`src/rtl/inst_fetch.sv`:
```
// MiniMIPS32 instruction fetch: owns the PC and runs a req/ack fetch; 2 cycles per instruction plus 1 per bus wait.
// Backpressure: stall[0] holds the presented instruction; stallreq_if is raised while a fetch is outstanding.
module inst_fetch #(
   parameter logic [31:0]     RESET_PC = 32'hBFC0_0000,
   parameter int unsigned     EC_W     = 5,
   parameter logic [EC_W-1:0] EC_NONE  = 5'h1F,
   parameter logic [EC_W-1:0] EC_ADEL  = 5'h04
) (
   input  logic            clk,
   input  logic            rst,
   input  logic [5:0]      stall,
   input  logic            flush,
   input  logic [31:0]     flush_pc,
   input  logic            branch_flag,
   input  logic [31:0]     branch_target,
   output logic            ibus_req,
   output logic [31:0]     ibus_addr,
   input  logic            ibus_ack,
   input  logic [31:0]     ibus_rdata,
   output logic            stallreq_if,
   output logic [31:0]     if_pc,
   output logic [31:0]     if_inst,
   output logic [EC_W-1:0] exc_code_o,
   output logic [31:0]     exc_badvaddr_o
);

   typedef enum logic [1:0] {S_BOOT, S_REQ, S_VALID, S_DROP} state_t;

   state_t          state_q, state_d;
   logic [31:0]     pc_q, pc_d;
   logic [31:0]     addr_q, addr_d;
   logic [31:0]     inst_q, inst_d;
   logic [EC_W-1:0] exc_q, exc_d;
   logic [31:0]     badv_q, badv_d;
   logic            pend_br_q, pend_br_d;
   logic [31:0]     pend_tgt_q, pend_tgt_d;
   logic            misalign;
   logic [31:0]     adv_pc;
   logic            unused_stall;

   assign unused_stall = ^stall[5:1];
   assign misalign     = (addr_q[1:0] != 2'b00);
   assign adv_pc       = pend_br_q   ? pend_tgt_q    :
                         branch_flag ? branch_target : addr_q + 32'd4;

   always_ff @(posedge clk or posedge rst) begin
      if (rst) begin
         state_q <= S_BOOT;
      end else begin
         state_q <= state_d;
      end
   end

   always_ff @(posedge clk or posedge rst) begin
      if (rst) begin
         pc_q       <= RESET_PC;
         addr_q     <= RESET_PC;
         inst_q     <= '0;
         exc_q      <= EC_NONE;
         badv_q     <= '0;
         pend_br_q  <= 1'b0;
         pend_tgt_q <= '0;
      end else begin
         pc_q       <= pc_d;
         addr_q     <= addr_d;
         inst_q     <= inst_d;
         exc_q      <= exc_d;
         badv_q     <= badv_d;
         pend_br_q  <= pend_br_d;
         pend_tgt_q <= pend_tgt_d;
      end
   end

   always_comb begin
      state_d    = state_q;
      pc_d       = pc_q;
      addr_d     = addr_q;
      inst_d     = inst_q;
      exc_d      = exc_q;
      badv_d     = badv_q;
      pend_br_d  = pend_br_q;
      pend_tgt_d = pend_tgt_q;
      case (state_q)
         S_BOOT: begin
            state_d = S_REQ;
            if (flush) begin
               pc_d   = flush_pc;
               addr_d = flush_pc;
            end
         end
         S_REQ: begin
            if (branch_flag && !pend_br_q) begin
               pend_br_d  = 1'b1;
               pend_tgt_d = branch_target;
            end
            if (flush) begin
               pc_d = flush_pc;
               // A misaligned slot never issued a request, so there is no ack to wait for.
               if (misalign || ibus_ack) begin
                  addr_d  = flush_pc;
                  state_d = S_REQ;
               end else begin
                  state_d = S_DROP;
               end
            end else if (misalign) begin
               inst_d  = '0;
               exc_d   = EC_ADEL;
               badv_d  = addr_q;
               state_d = S_VALID;
            end else if (ibus_ack) begin
               inst_d  = ibus_rdata;
               exc_d   = EC_NONE;
               badv_d  = '0;
               state_d = S_VALID;
            end
         end
         S_VALID: begin
            if (flush) begin
               pc_d    = flush_pc;
               addr_d  = flush_pc;
               state_d = S_REQ;
            end else if (!stall[0]) begin
               pc_d      = adv_pc;
               addr_d    = adv_pc;
               pend_br_d = 1'b0;
               state_d   = S_REQ;
            end else if (branch_flag && !pend_br_q) begin
               pend_br_d  = 1'b1;
               pend_tgt_d = branch_target;
            end
         end
         S_DROP: begin
            if (flush) begin
               pc_d = flush_pc;
            end
            if (ibus_ack) begin
               addr_d  = flush ? flush_pc : pc_q;
               state_d = S_REQ;
            end
         end
         default: state_d = S_BOOT;
      endcase
      if (flush) begin
         pend_br_d = 1'b0;
      end
   end

   always_comb begin
      ibus_req       = 1'b0;
      stallreq_if    = 1'b0;
      ibus_addr      = '0;
      if_pc          = '0;
      if_inst        = '0;
      exc_code_o     = EC_NONE;
      exc_badvaddr_o = '0;
      if (!rst) begin
         ibus_addr = addr_q;
         if_pc     = addr_q;
         case (state_q)
            S_BOOT:  stallreq_if = 1'b1;
            S_REQ: begin
               ibus_req    = !misalign;
               stallreq_if = !misalign && !ibus_ack;
            end
            S_VALID: begin
               if_inst        = inst_q;
               exc_code_o     = exc_q;
               exc_badvaddr_o = badv_q;
            end
            S_DROP: begin
               ibus_req    = 1'b1;
               stallreq_if = 1'b1;
            end
            default: ;
         endcase
      end
   end

endmodule

```
`config.mk`:
```
export PLATFORM = sky130hd
export DESIGN_NAME = inst_fetch
export DESIGN_NICKNAME = d
export VERILOG_FILES = /design/src/rtl/inst_fetch.sv
export SDC_FILE = /design/constraint.sdc
export NUM_CORES = 1
export LEC_CHECK = 0
export BUFFER_PORTS_ARGS = -buffer_cell sky130_fd_sc_hd__buf_4
export CAP_MARGIN = 0
export CELL_PAD_IN_SITES_DETAIL_PLACEMENT = 1
export CELL_PAD_IN_SITES_GLOBAL_PLACEMENT = 2
export CORE_MARGIN = 2
export CORE_UTILIZATION = 29
export CTS_CLUSTER_DIAMETER = 120
export DETAILED_ROUTE_END_ITERATION = 8
export GPL_TIMING_DRIVEN = 1
export PLACE_DENSITY = 0.83
export SLEW_MARGIN = 20
export SYNTH_ARGS = -nofsm -noshare
export SYNTH_HDL_FRONTEND = slang
export SYNTH_SLANG_ARGS = --single-unit
```
`constraint.sdc`:
```
create_clock -name clk -period 7.5 [get_ports clk]
set_clock_uncertainty 0.1 [all_clocks]
set_input_delay 0.75 -clock clk [delete_from_list [all_inputs] [get_ports clk]]
set_output_delay 0.75 -clock clk [all_outputs]
set_load 0.02 [all_outputs]
```
After elaboration in Yosys (flattened, before gate mapping)
Index checks and enable logic that the tools add are counted.
{"block": "totals", "out_inout_bits": 135, "reg_bits": 168, "elab_cells": 82, "in_bits": 107}
{"block": "classes", "n_bitwise": 1, "n_mux": 44, "n_eq_ne": 11, "n_reduce_logical": 17, "addsub": 1}
{"cell": "32-bit 2-to-1 mux", "n": 21}
{"cell": "32-bit case mux with 2 select lines", "n": 2}
{"cell": "32-bit case mux with 4 select lines", "n": 1}
{"cell": "32-bit by 3-bit adder with 32-bit output, second input constant", "n": 1}
{"cell": "5-bit 2-to-1 mux", "n": 4}
{"cell": "2-bit 2-to-1 mux", "n": 7}
{"cell": "2-bit != test, second input constant", "n": 6}
{"cell": "3-bit AND reduction", "n": 3}
{"cell": "2-bit case mux with 4 select lines", "n": 1}
{"cell": "1-bit case mux with 2 select lines", "n": 3}
{"cell": "2-bit nonzero test", "n": 3}
{"cell": "1-bit 2-to-1 mux", "n": 5}
{"cell": "5-bit AND reduction", "n": 1}
{"cell": "2-bit equality test, second input constant", "n": 2}
{"cell": "4-bit != test, second input constant", "n": 1}
{"cell": "1-bit zero test", "n": 3}
{"cell": "3-bit != test, second input constant", "n": 1}
{"cell": "3-bit nonzero test", "n": 1}
{"cell": "3-bit OR reduction", "n": 1}
{"cell": "2-bit by 1-bit equality test with 1-bit output, second input constant", "n": 1}
{"cell": "1-bit logical AND", "n": 2}
{"cell": "2-bit zero test", "n": 1}
{"cell": "2-bit OR reduction", "n": 1}
{"cell": "1-bit logical OR", "n": 1}
{"cell": "1-bit NOT", "n": 1}

Longest topological paths before layout
Gate-level depths: netlist (run 1).
{"block": "depth", "ltp_word": 6, "depth_mapped": 10, "mapped_depth_nobuf": 7}

Worst setup path before layout (run 1)
No wires, ideal clock.
{"block": "synth_path", "path_kind": "input to output", "startpoint": "input port rst", "endpoint": "output port if_inst[22]", "path_slack_ns": 0.012, "path_buffers": 2, "t_required_ns": 6.650, "arrival_ns": 6.638, "cell_stages": 4, "path_cell_list": "clkbuf_1 -> inv_1 -> clkbuf_1 -> and3_1"}
{"block": "synth_between", "elab_chain_len": 1}
{"item": "start, declared", "line_no": "10", "rtl": "input logic rst,"}
{"item": "32-bit 2-to-1 mux", "line_no": "156", "rtl": "if (!rst) begin"}
{"item": "end, declared", "line_no": "22", "rtl": "output logic [31:0] if_inst,"}
Every way passes these cells.

Final worst setup path (run 1)
{"block": "layout_path", "startpoint": "register state_q[0]", "endpoint": "output port exc_code_o[3]"}
{"block": "layout_between", "elab_chain_len": 3}
{"item": "start, declared", "line_no": "29", "rtl": "state_t state_q, state_d;"}
{"item": "start signal, assigned", "line_no": "50", "rtl": "state_q <= state_d;"}
{"item": "2-bit equality test", "line_no": "159", "rtl": "case (state_q)"}
{"item": "5-bit 2-to-1 mux", "line_no": "159"}
{"item": "5-bit 2-to-1 mux", "line_no": "156"}
{"item": "end, declared", "line_no": "23", "rtl": "output logic [EC_W-1:0] exc_code_o,"}
Every way passes these cells.

==> results of run 1 <==
stage by stage:
step / instance area, um^2 / utilization / total power, W
after floorplan: 9760 / - / 0.00307
after CTS: 12200 / 0.365 / 0.00470
after detailed placement: 11600 / 0.348 / 0.00381
after global routing: 12200 / 0.365 / 0.00498
final: 12200 / 0.365 / 0.00467
after global placement: 11600 / 0.348 / 0.00373
worst max-delay path by stage:
stage	to	slack, ns
after global placement	addr_q[11]	3.81
after CTS	exc_code_o[3]	3.96
after global routing	pc_q[29]	3.77
final	exc_code_o[3]	3.99
after floorplan	if_inst[22]	2.85
after detailed placement	addr_q[12]	3.77
state kept, by name, indices dropped and copies added, names as in the netlist:
| signal | cells |
|---|---|
| addr_q | 32 |
| badv_q | 32 |
| exc_q | 1 |
| inst_q | 32 |
| pc_q | 32 |
| pend_br_q | 1 |
| pend_tgt_q | 32 |
| state_q | 2 |
cells in the final DEF (no fill, tap or decap), drive strengths merged, types with 27 or more instances in the layout:
master and count:
a21oi 52, a22o 67, and3 68, buf 252, dfrtp 145, inv 27, mux2 35, nand2 95
nor2 55, nor2b 35, o21ai 63
cell families after synthesis:
group	synth area share
simple gates	0.190
buf+inv	0.0752
mux	0.0506
flops	0.423
xor+xnor	0.00897
compound gates	0.246
other cells	0.000384
fa+ha+maj	0.00641
cell type report:
cell class	count	area, um^2
well taps	448	561
fillers	3906	21200
multi-input cells	740	4930
clock inverters	12	121
clock buffers	19	443
repair buffers	252	1890
inverters	24	97.6
flip-flops and latches	164	4130
power by group:
group,internal [W],switching (W),leakage (nW)
Clock,0.000472,0.000407,0.269
Combinational,0.000886,0.00120,3.34
Sequential,0.00131,0.000392,1.98
routing by layer:
| metal | track usage | up-vias |
|---|---|---|
| met3 | 0.0482 | 26 |
| li1 | - | 4156 |
| met5 | 0 | - |
| met4 | 0.0475 | 0 |
| met1 | 0.289 | 4524 |
| met2 | 0.316 | 293 |
==> metrics, run 1 <==
status finished, final reports clean; Min-Delay Path Class flip-flop to flip-flop; Starting Density 0.293; most frequent cell after synthesis dfrtp_1; list of most frequent post-synthesis cells 145 x dfrtp_1, 95 x nand2_1, 74 x clkbuf_1; RSZ-0062 raised after global routing false; cell row count 67; initial antenna violation count 0; Seq cells post-synth between 150 and 200; CP required ~6.7 ns; leakage 5.59 nW; Cell variety after synth 70; CTS tree yes; drt pass-1 iters 5; Hold Crit Depth 1; Synth top area share 0.372; mean post-synth cell area 9.23 um^2; Max FO, Critical Path 66; Cells after Synth 1058; Final Cycle Share 0.468; Power Density 383 nW/um^2; Core ar. 33400 um^2; ANT nets after route 0; routed vias/inst 5.42; Crit path buffers/inverters 4; Setup Fix Bufs, Post-CTS 0; Worst slew margin 0.337; Synth Flop Type dfrtp_1; Final HPWL DP roughly 25 mm; largest cells by area after synthesis dfrtp_1 37%, a22o_1 6.0%, dfstp_2 5.1%; Worst R2R End pc_q[29]; crit-path most repeated cell buf_4; Worst Setup Slack, final 3.99 ns; worst skew pair latency 0.44 ns; syn nets 1170; Yosys Warn Count 0; fmax 285 MHz; Hold WS 0.395 ns; setup TNS 0 ns; Slew Viols, Final 0; first-pass GRT wire length 56.3 mm; register-to-register setup slack 3.99 ns; clk root buf clkbuf_16; final hold violations 0; CTS sink cnt roughly 160; Met2 Routed Length 16.1 mm; CP max-delay cell or3_1; # IOs 242; critical path cell sequence inv_1 -> ha_2 -> buf_4 -> clkinv_1 -> or3_1 -> buf_4; GPL Wtd Cong ~0.79; Worst path top cell family by delay buffers and inverters; area grow syn2layout 24.6%; VDD IR max 0.000165 V; IO Port Bufs 235; CP startpoint kind flip-flop; wire length on met1 approximately 17 mm; number of global-route vias before repair 9328; CP Depth 6; TritonCTS Buffers 17; share of cells above drive strength 1 0.294; Worst-path clk slew approximately 0.070 ns; post-cts resize count 0; die area 35100 um^2; Vias around 9000; grt ovf 0; CTS max path bufs 2; largest net degree at the start of global routing 168; Worst Hold End badv_q[1]; Worst-Margin Slew ~0.99 ns; EDFF count, synth 0; FF-to-FF Start state_q[0]; max incr delay on CP 0.54 ns; minimum clock period around 3.5 ns; Post-CTS Hold Fix Bufs 0; Worst Hold Launch badv_q[1]; # setup viols final 0; Global Route Usage Sum 0.205; number of cells on the worst reg-to-reg path 9; Placed Instances 1628; die width 187 um; dominant cell type by area after synthesis dfrtp_1; Synth async-reset ratio 1.00; die height 187 um; Max-Cap Viols 0; Routed WL per cell about 22 um; Worst Path Arrival 2.66 ns; DRT iter0 DRCs 540; top sig layer met4; pre-CTS WS 3.77 ns; Syn Std Cell Area around 9800 um^2; antenna cells 0; Total Nets Final between 1000 and 1500; CP endpoint kind primary output; DRC 0; routed wl met3 2.42 mm; sequential fraction of the synthesis area 0.423; final WL 36.1 mm; critical path type flip-flop to primary output; crit path launch state_q[0]; H-tree depth 4; Non-Filler Instances around 1700
Note: power is estimated with default switching activity, not from simulation.
==> run 2: changes to the inputs <==
--- a/config.mk
+++ b/config.mk
@@ -10,11 +10,11 @@
 export CELL_PAD_IN_SITES_DETAIL_PLACEMENT = 1
 export CELL_PAD_IN_SITES_GLOBAL_PLACEMENT = 2
 export CORE_MARGIN = 2
-export CORE_UTILIZATION = 29
+export CORE_UTILIZATION = 32
 export CTS_CLUSTER_DIAMETER = 120
 export DETAILED_ROUTE_END_ITERATION = 8
 export GPL_TIMING_DRIVEN = 1
-export PLACE_DENSITY = 0.83
+export PLACE_DENSITY = 0.87
 export SLEW_MARGIN = 20
 export SYNTH_ARGS = -nofsm -noshare
 export SYNTH_HDL_FRONTEND = slang
==> constraint.sdc (replaced) <==
create_clock -name clk -period 3.3 [get_ports clk]
set_clock_uncertainty 0.1 [all_clocks]
set_input_delay 0.33 -clock clk [delete_from_list [all_inputs] [get_ports clk]]
set_output_delay 0.33 -clock clk [all_outputs]
set_load 0.02 [all_outputs]
==> run 2 against run 1 <==
Compared with the run above: register-to-register slack got worse by 3.5 ns; clock-buffer cell count is 2 higher; worst hold slack got worse by 0.37 ns; critical path depth shrank 1; sequential share of layout area shrank 0.55 points; power grew 130%; wire length decreased by 1.4%; via count increased by 0.63%; critical path type unchanged; global-route usage grew 2.0 points; combinational power is 140% higher; utilization increased by 4.9 points.
==> metrics, run 2 (synthesized netlist as in run 1, its figures left out) <==
status finished, final reports clean; Final Cycle Share 0.893; DRC 0; FF-to-FF Start state_q[1]; Total Nets Final 1334; Max FO, Critical Path 7; CTS max path bufs 2; most frequent cells in the layout 267 x buf_4, 145 x dfrtp_1, 95 x nand2_1; Vias 9056; antenna cells 0; Worst Hold End pc_q[5]; Worst R2R End addr_q[17]; Max-Cap Viols 0; Multi-input gate area 4930 um^2; Global Route Usage Sum 0.224; H-tree depth 4; Setup Fix Bufs, Post-CTS 0; DRT iter0 DRCs 608; TritonCTS Buffers 17; number of global-route vias before repair between 9000 and 10000; routed wl met3 2.05 mm; VDD IR max 0.000443 V; Worst-Margin Slew 0.896 ns; share of cells above drive strength 1 0.304; CP startpoint kind flip-flop; final hold violations 0; CP required 2.87 ns; top sig layer met4; grt ovf 0; routed vias/inst 5.57; Worst Hold Launch flush_pc[5]; number of cells on the worst reg-to-reg path 8; # fillers ~3400; # IOs about 240; critical path cell sequence inv_1 -> ha_1 -> or4b_2 -> a211oi_1 -> buf_4; cell row count between 60 and 70; Power Density roughly 880 nW/um^2; Reg area 4130 um^2; Hold Crit Depth 3; Worst-path clk slew 0.07 ns; minimum clock period ~2.9 ns; ANT nets after route 0; critical path type flip-flop to primary output; IO Port Bufs 235; # setup viols final 0; register-to-register setup slack between 0.4 and 0.5 ns; Worst slew margin 0.403; CTS sink cnt 164; GPL Wtd Cong approximately 0.81; Min-Delay Path Class primary input to flip-flop; die width 179 um; Starting Density 0.327; leakage ~5.7 nW; drt pass-1 iters 7; Met2 Routed Length 16.3 mm; CP max-delay cell or4b_2; total power around 0.011 W; die area 31900 um^2; largest net degree at the start of global routing 134; Core ar. around 30000 um^2; final WL 35.6 mm; fmax 339 MHz; worst skew pair latency about 0.43 ns; Final HPWL DP between 20 and 30 mm; Slew Viols, Final 0; area grow syn2layout 26.7%; initial antenna violation count 1; first-pass GRT wire length roughly 55 mm; wire length on met1 16.8 mm; CTS tree yes; commonest non-fill, non-tap cell in the layout buf_4; RSZ-0062 raised after global routing false; Worst Path Arrival 2.52 ns; die height 179 um; CP endpoint kind primary output; max incr delay on CP 0.70 ns; setup TNS 0 ns; clk root buf clkbuf_16; Routed WL per cell around 22 um
==> run 2: worst max-delay path by stage <==
stage | startpoint | depth (start not counted) | slack (ns) | end
floorplan | rst | 4 | 0.52 | if_inst[22]
global placement | state_q[1] | 8 | 0.53 | addr_q[17]
detailed placement | state_q[1] | 8 | 0.51 | addr_q[19]
CTS | state_q[0] | 5 | 0.33 | exc_code_o[1]
global route | state_q[0] | 5 | 0.26 | exc_code_o[1]
finish | state_q[1] | 5 | 0.35 | stallreq_if
==> run 2: critical path, delay by kind of cell (launching register included) <==
| family | cells | cell delay (ns) |
|---|---|---|
| adder cells (fa/ha/maj) | 1 | 0.34 |
| AO/OA/AOI/OAI | 1 | 0.33 |
| AND/OR/NAND/NOR | 1 | 0.70 |
| flip-flops | 1 | 0.42 |
| buffers and inverters | 2 | 0.31 |
==> run 2: routing by layer <==
layer | track usage | vias to the layer above
li1 | - | 4207
met1 | 0.317 | 4543
met2 | 0.353 | 282
met3 | 0.0424 | 24
met4 | 0.0535 | 0
met5 | 0 | -
==> run 2: final cells by class <==
cell class	count	share of cell area
multi-input combinational	740	0.398
sequential	164	0.334
timing repair buffer	275	0.172
tap	390	0.0394
clock buffer	21	0.0388
clock inverter	11	0.0101
inverter	24	0.00789
==> run 2: where the power goes <==
part / total, W / switching (W) / internal [W]
combinational: 0.00495 / 0.00279 / 0.00216
sequential: 0.00382 / 0.000843 / 0.00298
clock: 0.00207 / 0.000871 / 0.00120
==> run 2: stage by stage <==
step	std cells	setup WS (ns)	util	hold WS, ns	instance area [um^2]
floorplan	1058	0.523	-	0.347	9770
global placement	1589	0.535	0.392	0.379	11700
detailed placement	1589	0.505	0.392	0.382	11700
CTS	1625	0.327	0.414	0.000649	12400
global route	1625	0.255	0.414	0.00597	12400
finish	1625	0.352	0.414	0.0231	12400
==> run 2: what timing repair did <==
action / CTS / global route
hold buffers: 4 / 0
endpoints found under the hold margin: 4 / 0
gates resized for setup: 0 / 0
